<file path="src/rtl/vending_pkg.sv">
// rtl/vending_pkg.sv - shared state codes, coin values and price rule for the vending controller and display stage
package vending_pkg;

  typedef enum logic [5:0] {
    ST_IDLE      = 6'h01,
    ST_GOODS_ONE = 6'h02,
    ST_GOODS_TWO = 6'h04,
    ST_PAYMENT   = 6'h08,
    ST_CHANGE    = 6'h10,
    ST_TEMP      = 6'h20
  } state_t;

  localparam logic [7:0] COIN_1_VAL  = 8'd1;
  localparam logic [7:0] COIN_5_VAL  = 8'd5;
  localparam logic [7:0] COIN_10_VAL = 8'd10;

  function automatic logic [7:0] price(input logic [2:0] code);
    return {5'd0, code} + 8'd1;
  endfunction

endpackage

</file>
<file path="src/rtl/pay_accum.sv">
// rtl/pay_accum.sv - sums same-cycle coin pulses onto the running payment, saturates at 255, flags paid >= due
module pay_accum
  import vending_pkg::*;
(
  input  logic [7:0] paid,
  input  logic [7:0] due,
  input  logic       coin_1,
  input  logic       coin_5,
  input  logic       coin_10,
  output logic [7:0] paid_next,
  output logic       done
);

  logic [8:0] w_sum;

  // One extra bit keeps the carry so saturation is a single MSB test.
  assign w_sum = {1'b0, paid}
               + (coin_1  ? {1'b0, COIN_1_VAL}  : 9'd0)
               + (coin_5  ? {1'b0, COIN_5_VAL}  : 9'd0)
               + (coin_10 ? {1'b0, COIN_10_VAL} : 9'd0);

  assign paid_next = w_sum[8] ? 8'hFF : w_sum[7:0];
  assign done      = (paid_next >= due);

endmodule

</file>
<file path="src/rtl/vending_ctrl_fsm.sv">
// rtl/vending_ctrl_fsm.sv - vending transaction FSM: selection, payment with timeout, change/refund and display hold
module vending_ctrl_fsm
  import vending_pkg::*;
#(
  parameter int                CNT_W       = 28,
  parameter logic [CNT_W-1:0] TIMEOUT_MAX = 28'd249_999_999,
  parameter logic [CNT_W-1:0] HOLD_MAX    = 28'd99_999_999
) (
  input  logic       sys_clk,
  input  logic       sys_rst_n,
  input  logic       btn_start,
  input  logic       btn_confirm,
  input  logic       btn_pay,
  input  logic       btn_cancel,
  input  logic [2:0] sw_goods,
  input  logic       coin_1,
  input  logic       coin_5,
  input  logic       coin_10,
  output logic [5:0] state,
  output logic [2:0] out_goods_high,
  output logic [2:0] out_goods_low,
  output logic [1:0] out_goods_num,
  output logic [7:0] paid,
  output logic [7:0] due,
  output logic [7:0] change,
  output logic       dispense
);

  state_t           r_state;
  logic [2:0]       r_goods_high;
  logic [2:0]       r_goods_low;
  logic [1:0]       r_goods_num;
  logic [7:0]       r_paid;
  logic [7:0]       r_due;
  logic [7:0]       r_change;
  logic             r_dispense;
  logic [CNT_W-1:0] r_timer;

  logic [7:0] w_paid_next;
  logic       w_done;
  logic       w_coin_any;

  assign w_coin_any = coin_1 | coin_5 | coin_10;

  pay_accum u_pay_accum (
    .paid      (r_paid),
    .due       (r_due),
    .coin_1    (coin_1),
    .coin_5    (coin_5),
    .coin_10   (coin_10),
    .paid_next (w_paid_next),
    .done      (w_done)
  );

  always_ff @(posedge sys_clk or negedge sys_rst_n) begin
    if (!sys_rst_n) begin
      r_state      <= ST_IDLE;
      r_goods_high <= 3'd0;
      r_goods_low  <= 3'd0;
      r_goods_num  <= 2'd0;
      r_paid       <= 8'd0;
      r_due        <= 8'd0;
      r_change     <= 8'd0;
      r_dispense   <= 1'b0;
      r_timer      <= '0;
    end else begin
      r_dispense <= 1'b0;
      case (r_state)
        ST_IDLE: begin
          r_goods_high <= 3'd0;
          r_goods_low  <= 3'd0;
          r_goods_num  <= 2'd0;
          r_paid       <= 8'd0;
          r_due        <= 8'd0;
          r_change     <= 8'd0;
          r_timer      <= '0;
          if (btn_start) r_state <= ST_GOODS_ONE;
        end
        ST_GOODS_ONE: begin
          if (btn_cancel) begin
            r_state <= ST_IDLE;
          end else if (btn_confirm) begin
            r_goods_high <= sw_goods;
            r_goods_num  <= 2'd1;
            r_due        <= price(sw_goods);
            r_state      <= ST_GOODS_TWO;
          end
        end
        ST_GOODS_TWO: begin
          if (btn_cancel) begin
            r_state <= ST_IDLE;
          end else if (btn_confirm) begin
            r_goods_low <= sw_goods;
            r_goods_num <= 2'd2;
            r_due       <= r_due + price(sw_goods);
            r_timer     <= '0;
            r_state     <= ST_PAYMENT;
          end else if (btn_pay) begin
            r_goods_low <= 3'd0;
            r_goods_num <= 2'd1;
            r_timer     <= '0;
            r_state     <= ST_PAYMENT;
          end
        end
        ST_PAYMENT: begin
          // Cancel wins over a coin in the same cycle: that coin is not credited.
          if (btn_cancel) begin
            r_change <= r_paid;
            r_state  <= ST_CHANGE;
          end else if (w_coin_any) begin
            r_paid  <= w_paid_next;
            r_timer <= '0;
            if (w_done) begin
              r_change   <= w_paid_next - r_due;
              r_dispense <= 1'b1;
              r_state    <= ST_CHANGE;
            end
          end else if (r_timer == TIMEOUT_MAX) begin
            r_change <= r_paid;
            r_state  <= ST_CHANGE;
          end else begin
            r_timer <= r_timer + 1'b1;
          end
        end
        ST_CHANGE: begin
          r_timer <= '0;
          r_state <= ST_TEMP;
        end
        ST_TEMP: begin
          if (r_timer == HOLD_MAX) begin
            r_timer <= '0;
            r_state <= ST_IDLE;
          end else begin
            r_timer <= r_timer + 1'b1;
          end
        end
        default: r_state <= ST_IDLE;
      endcase
    end
  end

  assign state          = r_state;
  assign out_goods_high = r_goods_high;
  assign out_goods_low  = r_goods_low;
  assign out_goods_num  = r_goods_num;
  assign paid           = r_paid;
  assign due            = r_due;
  assign change         = r_change;
  assign dispense       = r_dispense;

endmodule

</file>
<file path="config.mk">
export PLATFORM = sky130hd
export DESIGN_NAME = vending_ctrl_fsm
export DESIGN_NICKNAME = d
export VERILOG_FILES = /design/src/rtl/vending_pkg.sv /design/src/rtl/pay_accum.sv /design/src/rtl/vending_ctrl_fsm.sv
export SDC_FILE = /design/constraint.sdc
export NUM_CORES = 1
export LEC_CHECK = 0
export ABC_AREA = 0
export BUFFER_PORTS_ARGS = -buffer_cell sky130_fd_sc_hd__buf_4
export CAP_MARGIN = 20
export CORE_AREA = 3 3 144 118
export DETAILED_ROUTE_END_ITERATION = 8
export DIE_AREA = 0 0 147 121
export SLEW_MARGIN = 0
export SYNTH_ARGS = -nofsm -noshare
export SYNTH_HDL_FRONTEND = slang
export SYNTH_HIERARCHICAL = 1
export SYNTH_SLANG_ARGS = --single-unit
</file>
<file path="constraint.sdc">
create_clock -name sys_clk -period 4.8 [get_ports sys_clk]
set_input_delay 0.24 -clock sys_clk [delete_from_list [all_inputs] [get_ports sys_clk]]
set_output_delay 0.24 -clock sys_clk [all_outputs]
set_load 0.005 [all_outputs]
</file>
==> run summary <==
FF-to-FF Start: paid[0]
Setup TNS: 0 ps
WL per Instance: 16.2 um
GPL Wtd Cong: 0.851
FF-to-FF setup slack: 820 ps
Synth Flop Type: dfrtp_1
Final Hold Viols: 0
WL final: 12800 um
Post-layout net count: 612
H-Tree Depth: 3
R2R cell count: 17
R2r endpoint: change[7]
# DRC: 0
Logic gate share of total power: 35.8%
Post-synthesis async set-or-reset flop share: 100%
Die Area: 17800 um^2
Max-Cap Viols: 0
Share of cells above drive strength 1: 14.4%
CTS tree: yes
Area delta synth->final: 19.1%
Post-synth EDFFs: 0
Tightest Pin Transition: 989 ps
Largest net degree at the start of global routing: 68
CTS Sinks: 67
Post_cts resized: 0
Post-synthesis register bit count: 67
Syn_nets: 574
Initial antenna violation count: 0
GR Util All Layers: 14.7%
Slew Limit Fails: 0
Starting Density: 29.7%
Synth Cell Area: 4670 um^2
Clock power share: 34.2%
Bufs on Longest Clock Path: 2
Slew margin rel.: 33.8%
GR Overflow Total: 0
HPWL Detailed: 9360 um
Startpoint Class: register
Outcome: complete, no violations
Syn Area/Cell: 8.74 um^2
Ant diodes: 0
Worst hold slack: 31.3 ps
DRT Pass-1 Iters: 5
Clock slew at reported path FFs: 60 ps
Syn Inst Count: 534
Ports: 51
Worst Path Required: 5070 ps
Min Tclk post-route: 3980 ps
Num rows: 41
Top post-synthesis cells by area: dfrtp_1, ha_1, nand2_1, a2bb2oi_1, o31ai_1
CTS Root Cell: clkbuf_16
Sw Ratio: 36.4%
Postcts setup bufs: 0
Worst setup EP type: register
I/O Buffers: 50
Chip Height: 121 um
Top-area cell type share of the netlist area: 35.4%
Worst Setup Path Type: register to register
P per Cell Area: 412 nW/um^2
First-pass GRT wire length: 21500 um
Hold buffer count at CTS: 0
Core Region: 15700 um^2
Warnings, synthesis: 6
Lkg Pwr: 2.31 nW
Number of global-route vias before repair: 4136
Sequential Power Share: 30.0%
Worst vdd ir: 0.202 mV
Clock buffer count from CTS: 9
Tcrit/Tclk final: 82.8%
CP Max Fanout: 8
RSZ-0062 raised after global routing: no
Vias per cell: 5.36
Cell with the most instances after synthesis: nand2_1
Synth area leader: dfrtp_1
Chip Width: 147 um
Clock skew: 9.23 ps
Seq/Total Area, Yosys: 36.0%
Arr. time, crit path: 4240 ps
Internal power component: 1.46 mW
Hold Crit Class: input port to asynchronous set/reset pin
Clk Latency, worst-skew pair: 340 ps
Most frequent cells after synthesis: nand2_1, dfrtp_1, o21ai_0, inv_1
Endpoints failing setup: 0
Fmax: 252 MHz
Post-route ant nets: 0
Sw power: 0.833 mW
DR iter-0 viols: 261
Yosys cell types: 61
Via Count: 4247
[power groups by stage]
stage | registers (mW) | clock network, mW | logic (mW)
final | 0.687 | 0.783 | 0.821
after global routing | 0.694 | 0.821 | 0.920
after CTS | 0.685 | 0.802 | 0.807
after detailed placement | 0.695 | 0 | 0.799
after global placement | 0.691 | 0 | 0.782
after floorplan | 0.664 | 0 | 0.570
[state kept, by name, indices dropped and copies added (netlist names)]
signal          count
change              8
dispense            1
due                 8
out_goods_high      3
out_goods_low       3
out_goods_num       2
paid                8
r_timer            28
state               6
[layer usage]
layer | GRT usage, % | vias to the layer above | share of wire (%)
met5 | 0 | - | 0
met4 | 4.19 | 0 | 1.0
met3 | 3.51 | 11 | 5.5
met2 | 22.0 | 122 | 44
met1 | 21.2 | 2058 | 49
li1 | - | 2056 | -
[layout by cell type, fill, tap and decap left out, drive strengths merged, types with 6 or more instances in the layout]
cell	instances
inv	33
nand2b	10
or4	7
and2	6
clkbuf	10
a21oi	20
nand2	67
o31ai	25
nor2	26
nand3	26
a22o	6
ha	24
xnor2	10
o41ai	7
nor3	6
dfrtp	66
o21ai	43
a2bb2oi	22
nand4	9
buf	54
[worst max-delay path, stage by stage, from the launching register on]
cell and delay (ps):
dfrtp_1 390, inv_1 80, fa_1 410, inv_1 90, fa_1 210, nand3_1 120, nand2_1 150, nor3_1 70
a211oi_1 440, ha_1 330, a21o_1 180, a21o_1 160, a21oi_1 150, o31ai_1 120, a21oi_1 190, nand3_1 150
o21ai_1 410, a22o_1 260
[metrics by stage]
step	setup slack, ps	cells	instance area, um^2	utilization, %	power (mW)
2_1_floorplan	1410	534	4670	-	1.23
3_3_place_gp	1120	775	5200	33.1	1.47
3_5_place_dp	940	775	5200	33.1	1.49
4_1_cts	910	791	5550	35.3	2.29
5_1_grt	598	792	5560	35.4	2.44
6_report	825	792	5560	35.4	2.29
[final cells by class]
type / instances / area (um^2)
repair buffers: 54 / 405
well taps: 215 / 269
flip-flops and latches: 67 / 1680
multi-input cells: 407 / 2730
fillers: 1623 / 10100
clock buffers: 10 / 239
clock inverters: 6 / 113
inverters: 33 / 124
[worst max path at each step]
stage / startpoint / end / slack (ps) / depth (start not counted)
floorplan: paid[0] / state[2] / 1410 / 17
global placement: coin_1 / change[6] / 1120 / 18
detailed placement: paid[0] / change[7] / 940 / 17
CTS: paid[0] / change[7] / 910 / 17
global route: paid[0] / change[7] / 600 / 17
finish: paid[0] / change[7] / 820 / 17
[kinds of logic (layout without fill, tap and decap cells)]
group / Yosys count / in the layout / share of synthesized area (%)
fa+ha+maj: 28 / 28 / 8.15
compound gates: 167 / 167 / 25.3
flops: 67 / 67 / 36.0
buf+inv: 60 / 103 / 5.58
simple gates: 193 / 193 / 21.3
xor+xnor: 15 / 15 / 2.82
mux: 4 / 4 / 0.885
No activity file was read; power rests on OpenSTA's default activity.
